`config.mk`:
```
export PLATFORM = sky130hd
export DESIGN_NAME = dct_block_serializer_flat
export DESIGN_NICKNAME = d
export VERILOG_FILES = /design/src/rtl/dct_block_serializer_if.sv /design/src/rtl/dct_block_serializer.sv /design/src/flat_wrapper.sv
export SDC_FILE = /design/constraint.sdc
export NUM_CORES = 1
export LEC_CHECK = 0
export BUFFER_PORTS_ARGS = -buffer_cell sky130_fd_sc_hd__buf_2
export CAP_MARGIN = 20
export CORE_MARGIN = 2
export CORE_UTILIZATION = 45
export DETAILED_ROUTE_END_ITERATION = 6
export GPL_TIMING_DRIVEN = 0
export PLACE_DENSITY = 0.66
export SETUP_SLACK_MARGIN = 0.02
export SLEW_MARGIN = 20
export SYNTH_ARGS = -nofsm -noshare
export SYNTH_HDL_FRONTEND = slang
export SYNTH_SLANG_ARGS = --single-unit
```
`constraint.sdc`:
```
create_clock -name clk -period 20.3 [get_ports clk]
set_input_delay 1.015 -clock clk [delete_from_list [all_inputs] [get_ports clk]]
set_output_delay 1.015 -clock clk [all_outputs]
set_load 0.01 [all_outputs]
```
`src/rtl/dct_block_serializer_if.sv`:
```
// -----------------------------------------------------------------------------
// dct_block_serializer_if
// Handshake bundle around the 8x8 block serializer.
//   in_valid  : upstream column word valid
//   in_ready  : serializer accepts a column this cycle
//   in_data   : packed [7:0][W-1:0], lane k = row k of the current column
//   out_valid : out_data/out_idx valid
//   out_ready : consumer accepts the coefficient this cycle
//   out_data  : coefficient (W bits, two's complement, unmodified)
//   out_idx   : output sequence number 0..63
//   out_last  : high with out_valid on sequence number 63
//   blk_done  : one-cycle pulse after the 64th coefficient is accepted
// Modports: slave = the serializer itself, master = the environment around it.
// -----------------------------------------------------------------------------
interface dct_block_serializer_if #(
  parameter int W = 12
);
  logic                in_valid;
  logic                in_ready;
  logic [7:0][W-1:0]   in_data;
  logic                out_valid;
  logic                out_ready;
  logic [W-1:0]        out_data;
  logic [5:0]          out_idx;
  logic                out_last;
  logic                blk_done;

  modport slave (
    input  in_valid, in_data, out_ready,
    output in_ready, out_valid, out_data, out_idx, out_last, blk_done
  );

  modport master (
    output in_valid, in_data, out_ready,
    input  in_ready, out_valid, out_data, out_idx, out_last, blk_done
  );
endinterface

```
`src/rtl/dct_block_serializer.sv`:
```
// -----------------------------------------------------------------------------
// dct_block_serializer
// Buffers one 8x8 block of W-bit coefficients delivered column by column, then
// emits the 64 coefficients one per handshake in JPEG zigzag order (ZIGZAG=1)
// or row-major order (ZIGZAG=0). Fill and drain never overlap.
// Ports:
//   clk : clock
//   rst : synchronous, active-high reset (buffer contents are kept)
//   bus : dct_block_serializer_if.slave carrying the column input handshake,
//         the coefficient output handshake and the blk_done pulse
// -----------------------------------------------------------------------------
module dct_block_serializer #(
  parameter int W      = 12,
  parameter int ZIGZAG = 1
) (
  input  logic                    clk,
  input  logic                    rst,
  dct_block_serializer_if.slave   bus
);

  typedef enum logic [0:0] {
    FILL  = 1'b0,
    DRAIN = 1'b1
  } state_e;

  state_e       state_q, state_d;
  logic [2:0]   col_cnt_q, col_cnt_d;
  logic [5:0]   pos_q, pos_d;
  logic         blk_done_q, blk_done_d;
  logic [W-1:0] mem_q [8][8];

  logic         in_fire_s;
  logic         out_fire_s;
  logic [5:0]   nat_s;

  // Zigzag sequence number -> natural index {row, col} of the 8x8 block.
  function automatic logic [5:0] zz_nat(input logic [5:0] p);
    logic [5:0] n;
    case (p)
      6'd0:  n = 6'd0;   6'd1:  n = 6'd1;   6'd2:  n = 6'd8;   6'd3:  n = 6'd16;
      6'd4:  n = 6'd9;   6'd5:  n = 6'd2;   6'd6:  n = 6'd3;   6'd7:  n = 6'd10;
      6'd8:  n = 6'd17;  6'd9:  n = 6'd24;  6'd10: n = 6'd32;  6'd11: n = 6'd25;
      6'd12: n = 6'd18;  6'd13: n = 6'd11;  6'd14: n = 6'd4;   6'd15: n = 6'd5;
      6'd16: n = 6'd12;  6'd17: n = 6'd19;  6'd18: n = 6'd26;  6'd19: n = 6'd33;
      6'd20: n = 6'd40;  6'd21: n = 6'd48;  6'd22: n = 6'd41;  6'd23: n = 6'd34;
      6'd24: n = 6'd27;  6'd25: n = 6'd20;  6'd26: n = 6'd13;  6'd27: n = 6'd6;
      6'd28: n = 6'd7;   6'd29: n = 6'd14;  6'd30: n = 6'd21;  6'd31: n = 6'd28;
      6'd32: n = 6'd35;  6'd33: n = 6'd42;  6'd34: n = 6'd49;  6'd35: n = 6'd56;
      6'd36: n = 6'd57;  6'd37: n = 6'd50;  6'd38: n = 6'd43;  6'd39: n = 6'd36;
      6'd40: n = 6'd29;  6'd41: n = 6'd22;  6'd42: n = 6'd15;  6'd43: n = 6'd23;
      6'd44: n = 6'd30;  6'd45: n = 6'd37;  6'd46: n = 6'd44;  6'd47: n = 6'd51;
      6'd48: n = 6'd58;  6'd49: n = 6'd59;  6'd50: n = 6'd52;  6'd51: n = 6'd45;
      6'd52: n = 6'd38;  6'd53: n = 6'd31;  6'd54: n = 6'd39;  6'd55: n = 6'd46;
      6'd56: n = 6'd53;  6'd57: n = 6'd60;  6'd58: n = 6'd61;  6'd59: n = 6'd54;
      6'd60: n = 6'd47;  6'd61: n = 6'd55;  6'd62: n = 6'd62;  6'd63: n = 6'd63;
      default: n = 6'd63;
    endcase
    return n;
  endfunction

  // Handshakes qualify only on state, so ready/valid never depend on the peer.
  assign in_fire_s  = bus.in_valid  && (state_q == FILL);
  assign out_fire_s = bus.out_ready && (state_q == DRAIN);

  // Next-state logic: column counting during fill, sequence stepping during drain.
  always_comb begin
    state_d    = state_q;
    col_cnt_d  = col_cnt_q;
    pos_d      = pos_q;
    blk_done_d = 1'b0;
    case (state_q)
      FILL: begin
        if (in_fire_s) begin
          // 3-bit counter wraps 7 -> 0 on the last column by itself.
          col_cnt_d = col_cnt_q + 3'd1;
          if (col_cnt_q == 3'd7) begin
            state_d = DRAIN;
          end else begin
            state_d = FILL;
          end
        end else begin
          col_cnt_d = col_cnt_q;
        end
      end
      DRAIN: begin
        if (out_fire_s) begin
          pos_d = pos_q + 6'd1;
          if (pos_q == 6'd63) begin
            state_d    = FILL;
            blk_done_d = 1'b1;
          end else begin
            state_d = DRAIN;
          end
        end else begin
          pos_d = pos_q;
        end
      end
      default: begin
        state_d   = FILL;
        col_cnt_d = 3'd0;
        pos_d     = 6'd0;
      end
    endcase
  end

  // Control state registers with synchronous reset.
  always_ff @(posedge clk) begin
    if (rst) begin
      state_q    <= FILL;
      col_cnt_q  <= 3'd0;
      pos_q      <= 6'd0;
      blk_done_q <= 1'b0;
    end else begin
      state_q    <= state_d;
      col_cnt_q  <= col_cnt_d;
      pos_q      <= pos_d;
      blk_done_q <= blk_done_d;
    end
  end

  // Block buffer: each accepted column scatters its 8 lanes down one column.
  always_ff @(posedge clk) begin
    if (in_fire_s) begin
      for (int k = 0; k < 8; k++) begin
        mem_q[k][col_cnt_q] <= bus.in_data[k];
      end
    end
  end

  assign nat_s = (ZIGZAG != 0) ? zz_nat(pos_q) : pos_q;

  assign bus.in_ready  = (state_q == FILL);
  assign bus.out_valid = (state_q == DRAIN);
  assign bus.out_data  = mem_q[nat_s[5:3]][nat_s[2:0]];
  assign bus.out_idx   = pos_q;
  assign bus.out_last  = (state_q == DRAIN) && (pos_q == 6'd63);
  assign bus.blk_done  = blk_done_q;

endmodule

```
`src/flat_wrapper.sv`:
```
// flat-port wrapper written by rule: the top's interface ports become plain ports
module dct_block_serializer_flat 
#(
  parameter int W      = 12,
  parameter int ZIGZAG = 1
)
  (clk, rst, bus_in_valid, bus_in_data, bus_out_ready, bus_in_ready, bus_out_valid, bus_out_data, bus_out_idx, bus_out_last, bus_blk_done);
  dct_block_serializer_if #(.W(W)) bus_i ();
  input  logic clk;
  input  logic rst;
  input wire logic [$bits(bus_i.in_valid)-1:0] bus_in_valid;
  input wire logic [$bits(bus_i.in_data)-1:0] bus_in_data;
  input wire logic [$bits(bus_i.out_ready)-1:0] bus_out_ready;
  output wire logic [$bits(bus_i.in_ready)-1:0] bus_in_ready;
  output wire logic [$bits(bus_i.out_valid)-1:0] bus_out_valid;
  output wire logic [$bits(bus_i.out_data)-1:0] bus_out_data;
  output wire logic [$bits(bus_i.out_idx)-1:0] bus_out_idx;
  output wire logic [$bits(bus_i.out_last)-1:0] bus_out_last;
  output wire logic [$bits(bus_i.blk_done)-1:0] bus_blk_done;
  assign bus_i.in_valid = bus_in_valid;
  assign bus_i.in_data = bus_in_data;
  assign bus_i.out_ready = bus_out_ready;
  assign bus_in_ready = bus_i.in_ready;
  assign bus_out_valid = bus_i.out_valid;
  assign bus_out_data = bus_i.out_data;
  assign bus_out_idx = bus_i.out_idx;
  assign bus_out_last = bus_i.out_last;
  assign bus_blk_done = bus_i.blk_done;
  dct_block_serializer #(.W(W), .ZIGZAG(ZIGZAG)) u_core (.clk(clk), .rst(rst), .bus(bus_i));
endmodule
```
==> metrics.md <==
| Metric | Value |
|---|---|
| Status | finished clean |
| Hold Path Sink | u_core.bus.blk_done |
| CP Buf/Inv Count | 4 |
| Final setup violation count | 0 |
| Reg-to-Reg End | u_core.nat_s[0] |
| Data required, critical path | 19.29 ns |
| Worst Hold Class | register to register |
| Fill cell count | 5143 |
| Crit. Startpoint | u_core.nat_s[4] |
| Worst-path clk slew | 0.06 ns |
| Critical path launch point type | register |
| Initial antenna violation count | 11 |
| Worst-path maximum fanout | 10 |
| Top FF cell, synth | edfxtp_1 |
| CP Capture Type | primary output |
| CP max stage delay | 0.92 ns |
| Part of the power in the clock network | 0.423 |
| Cells after synthesis | 1346 |
| Max-cap violations | 0 |
| Yosys warning count | 0 |
| Latest clock arrival within the worst-skew pair | 0.62 ns |
| Post-Syn Area | 30800 um2 |
| Slowest cell on the critical path | clkbuf_1 |
| Die area | approximately 70000 um2 |
| Flop pwr share | 0.549 |
| Relative slew margins | 0.206 |
| ANT nets after route | 0 |
| Port Buffer Count | 121 |
| Pin count of the biggest net entering global routing | 29 |
| Switching Share | 0.198 |
| Final worst-path cycle share | 0.272 |
| Comb pwr share | 0.028 |
| HPWL after DPL | 48.9 mm |
| Vias | between 15k and 20k |
| Post-route setup slack | 14.78 ns |
| I/O Pins | 122 |
| Overall Global Routing Usage | 0.225 |
| Clk buf depth | 3 |
| Maximum vdd drop | 0.0000612 V |
| Synthesis-to-finish area growth | 16.3% |
| Register area share after synthesis | 0.759 |
| Global route overflow | 0 |
| Reg-to-reg setup timing slack | approximately 17 ns |
| P_leak | 11.3 nW |
| Layout Skew | 0.0181 ns |
| Hold_sp | u_core.bus.out_idx[5] |
| Nets | approximately 1.7k |
| Post-synth EDFFs | 768 |
| F_max | 181 MHz |
| RSZ-0062 raised after global routing | no |
| Distinct cell type count after synthesis | 52 |
| Core Area | 67500 um2 |
| Via density | about 6.1 |
| Starting Density | 0.456 |
| Hold_buf cts | 0 |
| Setup tns final | 0 ns |
| DRT iter0 DRCs | 1970 |
| RR Startpoint | u_core.bus.out_valid |
| CTS sink count | 785 |
| Slew at the pin with the worst max-slew slack | 1.19 ns |
| Final Max Tran Viols | 0 |
| Worst hold path cell count | 2 |
| Crit-path cells | buf_2 > buf_1 > clkbuf_1 > mux4_2 > mux4_2 > mux2i_1 > a21oi_1 > buf_2 |
| CTS-repair resized insts | 0 |
| Cell-internal power | ~2.7 mW |
| Post-CTS Setup Bufs | 0 |
| DRC violations left | 0 |
| P_sw | 0.659 mW |
| WP data arrival | approximately 4.5 ns |
| Mapped Nets | about 1.5k |
| Final Hold Vio Count | 0 |
| WL/cell | 31.0 um |
| Period minus WS final | 5.52 ns |
| Gp weighted congestion | approximately 0.85 |
| Vias in the first global route | 15.7k |
| Multi-input gate area | 7030 um2 |
| Layout cells sized above 1 | 0.351 |
| Drt total wl | approximately 78 mm |
| Power Density | roughly 93 nW/um2 |
| Row count | 95 |
| CTS H-tree lvls | 3 |
| Yosys reg bits | 785 |
| Pre-Repair DR Iteration Count | 7 |
| Final Util | 0.531 |
| DIE HEIGHT | 266 um |
| CTS tree | yes |
| Dpl ws | 15.42 ns |
| CTS Buf Count | slightly below 80 |
| Average cell area after synthesis | 22.9 um2 |
| Die X | roughly 270 um |
| Reg area | about 23000 um2 |
| First-pass GRT wire length | roughly 110 mm |
| CTS root buffer | clkbuf_16 |
| Reg2Reg Depth | 13 |
| Asr flop ratio synth | 0 |
| Setup CP Type | register to primary output |
| CP delay by family, top | buffers and inverters |
flip-flops by register name, indices dropped and copies added, names as in the netlist:
| name | flops |
|---|---|
| u_core.bus.blk_done | 1 |
| u_core.bus.out_idx | 6 |
| u_core.bus.out_valid | 1 |
| u_core.col_cnt_q | 3 |
| u_core.mem_q | 768 |
| u_core.nat_s | 6 |
cells by family after synthesis:
logic type / share of synthesized area
mux: 0.183
simple gates: 0.0150
buf+inv: 0.0143
compound gates: 0.0201
flops: 0.759
fa+ha+maj: 0.00568
xor+xnor: 0.00227
cells in the mapped netlist (all sizes together), types with 2 or more instances:
| master | instances | share of area |
|---|---|---|
| nor2 | 29 | 0.0035 |
| mux2i | 22 | 0.0071 |
| nand2b | 6 | 0.0012 |
| nand3 | 3 | 0.00049 |
| or3 | 3 | 0.00061 |
| a21o | 4 | 0.00097 |
| o211ai | 5 | 0.0012 |
| a32oi | 3 | 0.00085 |
| a221o | 2 | 0.00065 |
| a211oi | 9 | 0.0022 |
| o221ai | 5 | 0.0014 |
| a22o | 2 | 0.00057 |
| a31oi | 8 | 0.0016 |
| edfxtp | 768 | 0.75 |
| xnor2 | 7 | 0.0020 |
| nand2 | 18 | 0.0022 |
| ha | 14 | 0.0057 |
| clkbuf | 33 | 0.0040 |
| and3 | 4 | 0.00081 |
| dfxtp | 17 | 0.011 |
| a21oi | 20 | 0.0032 |
| nand3b | 2 | 0.00049 |
| a21boi | 2 | 0.00049 |
| nand4 | 4 | 0.00081 |
| o31ai | 2 | 0.00049 |
| mux4 | 236 | 0.17 |
| and2 | 4 | 0.00081 |
| inv | 11 | 0.0013 |
| o21ai | 17 | 0.0028 |
| o22ai | 5 | 0.0010 |
| o21a | 2 | 0.00049 |
| nor3 | 7 | 0.0011 |
| buf | 40 | 0.0089 |
| nor2b | 10 | 0.0020 |
| mux2 | 10 | 0.0037 |
metrics by stage:
stage / instances / hold slack, ns / cell area [um2] / total power, mW
2_1_floorplan: 1346 / 0.501 / 30800 / 1.90
3_3_place_gp: 2340 / 0.519 / 32500 / 1.95
3_5_place_dp: 2387 / 0.533 / 33300 / 1.96
4_1_cts: 2525 / 0.542 / 35800 / 3.35
5_1_grt: 2527 / 0.574 / 35800 / 3.41
6_report: 2531 / 0.546 / 35800 / 3.33
power by group through the flow:
stage | combinational [mW] | sequential (mW) | clock [mW]
floorplan | 0.0339 | 1.87 | 0
global placement | 0.0800 | 1.87 | 0
detailed placement | 0.0930 | 1.86 | 0
CTS | 0.0933 | 1.83 | 1.43
global route | 0.0996 | 1.83 | 1.48
finish | 0.0929 | 1.83 | 1.41
area by class of cell:
type	count	area share
Antenna cell	6	0.000419
Buffer	73	0.0118
Clock buffer	101	0.0607
Clock inverter	37	0.00859
Inverter	12	0.00126
Multi-Input combinational cell	476	0.196
Sequential cell	785	0.653
Tap cell	873	0.0305
Timing Repair Buffer	168	0.0377
how the worst max path moves through the flow:
stage          slack [ns]                   to  depth (start not counted)
2_1_floorplan       11.65  u_core.mem_q[0][84]                          4
3_3_place_gp         7.95  u_core.mem_q[0][62]                          5
3_5_place_dp        15.42      bus_out_data[6]                          8
4_1_cts             14.75      bus_out_data[6]                          8
5_1_grt             14.74      bus_out_data[6]                          8
6_report            14.78      bus_out_data[6]                          8
worst reg2reg max path, stage by stage (launching register included):
cell and delay, ns:
dfxtp_1 0.36, buf_4 0.18, and2_1 0.17, clkbuf_1 0.34
nand2_1 0.13, a21oi_1 0.76, ha_1 0.23, clkbuf_1 0.40
nand2_1 0.09, o21ai_0 0.09, a32oi_1 0.07, o211ai_1 0.18
a31oi_1 0.11, a2bb2oi_1 0.30
placed cells by master (no fill, tap or decap), types with 18 or more instances in the layout:
cell type	n
clkinv_1	18
mux4_2	236
a21oi_1	20
buf_2	140
clkbuf_1	33
nor2_1	23
nand2_1	18
buf_4	22
clkbuf_16	83
mux2i_1	22
edfxtp_1	768
routing by layer:
| layer | track usage | part of all wire | vias to the layer above |
|---|---|---|---|
| met1 | 0.317 | 0.39 | 8140 |
| met4 | 0.0680 | 0.024 | 10 |
| met3 | 0.0613 | 0.11 | 114 |
| met5 | 0 | 0.00075 | - |
| met2 | 0.348 | 0.47 | 883 |
| li1 | - | - | 6275 |
No activity file was read; power rests on OpenSTA's default activity.
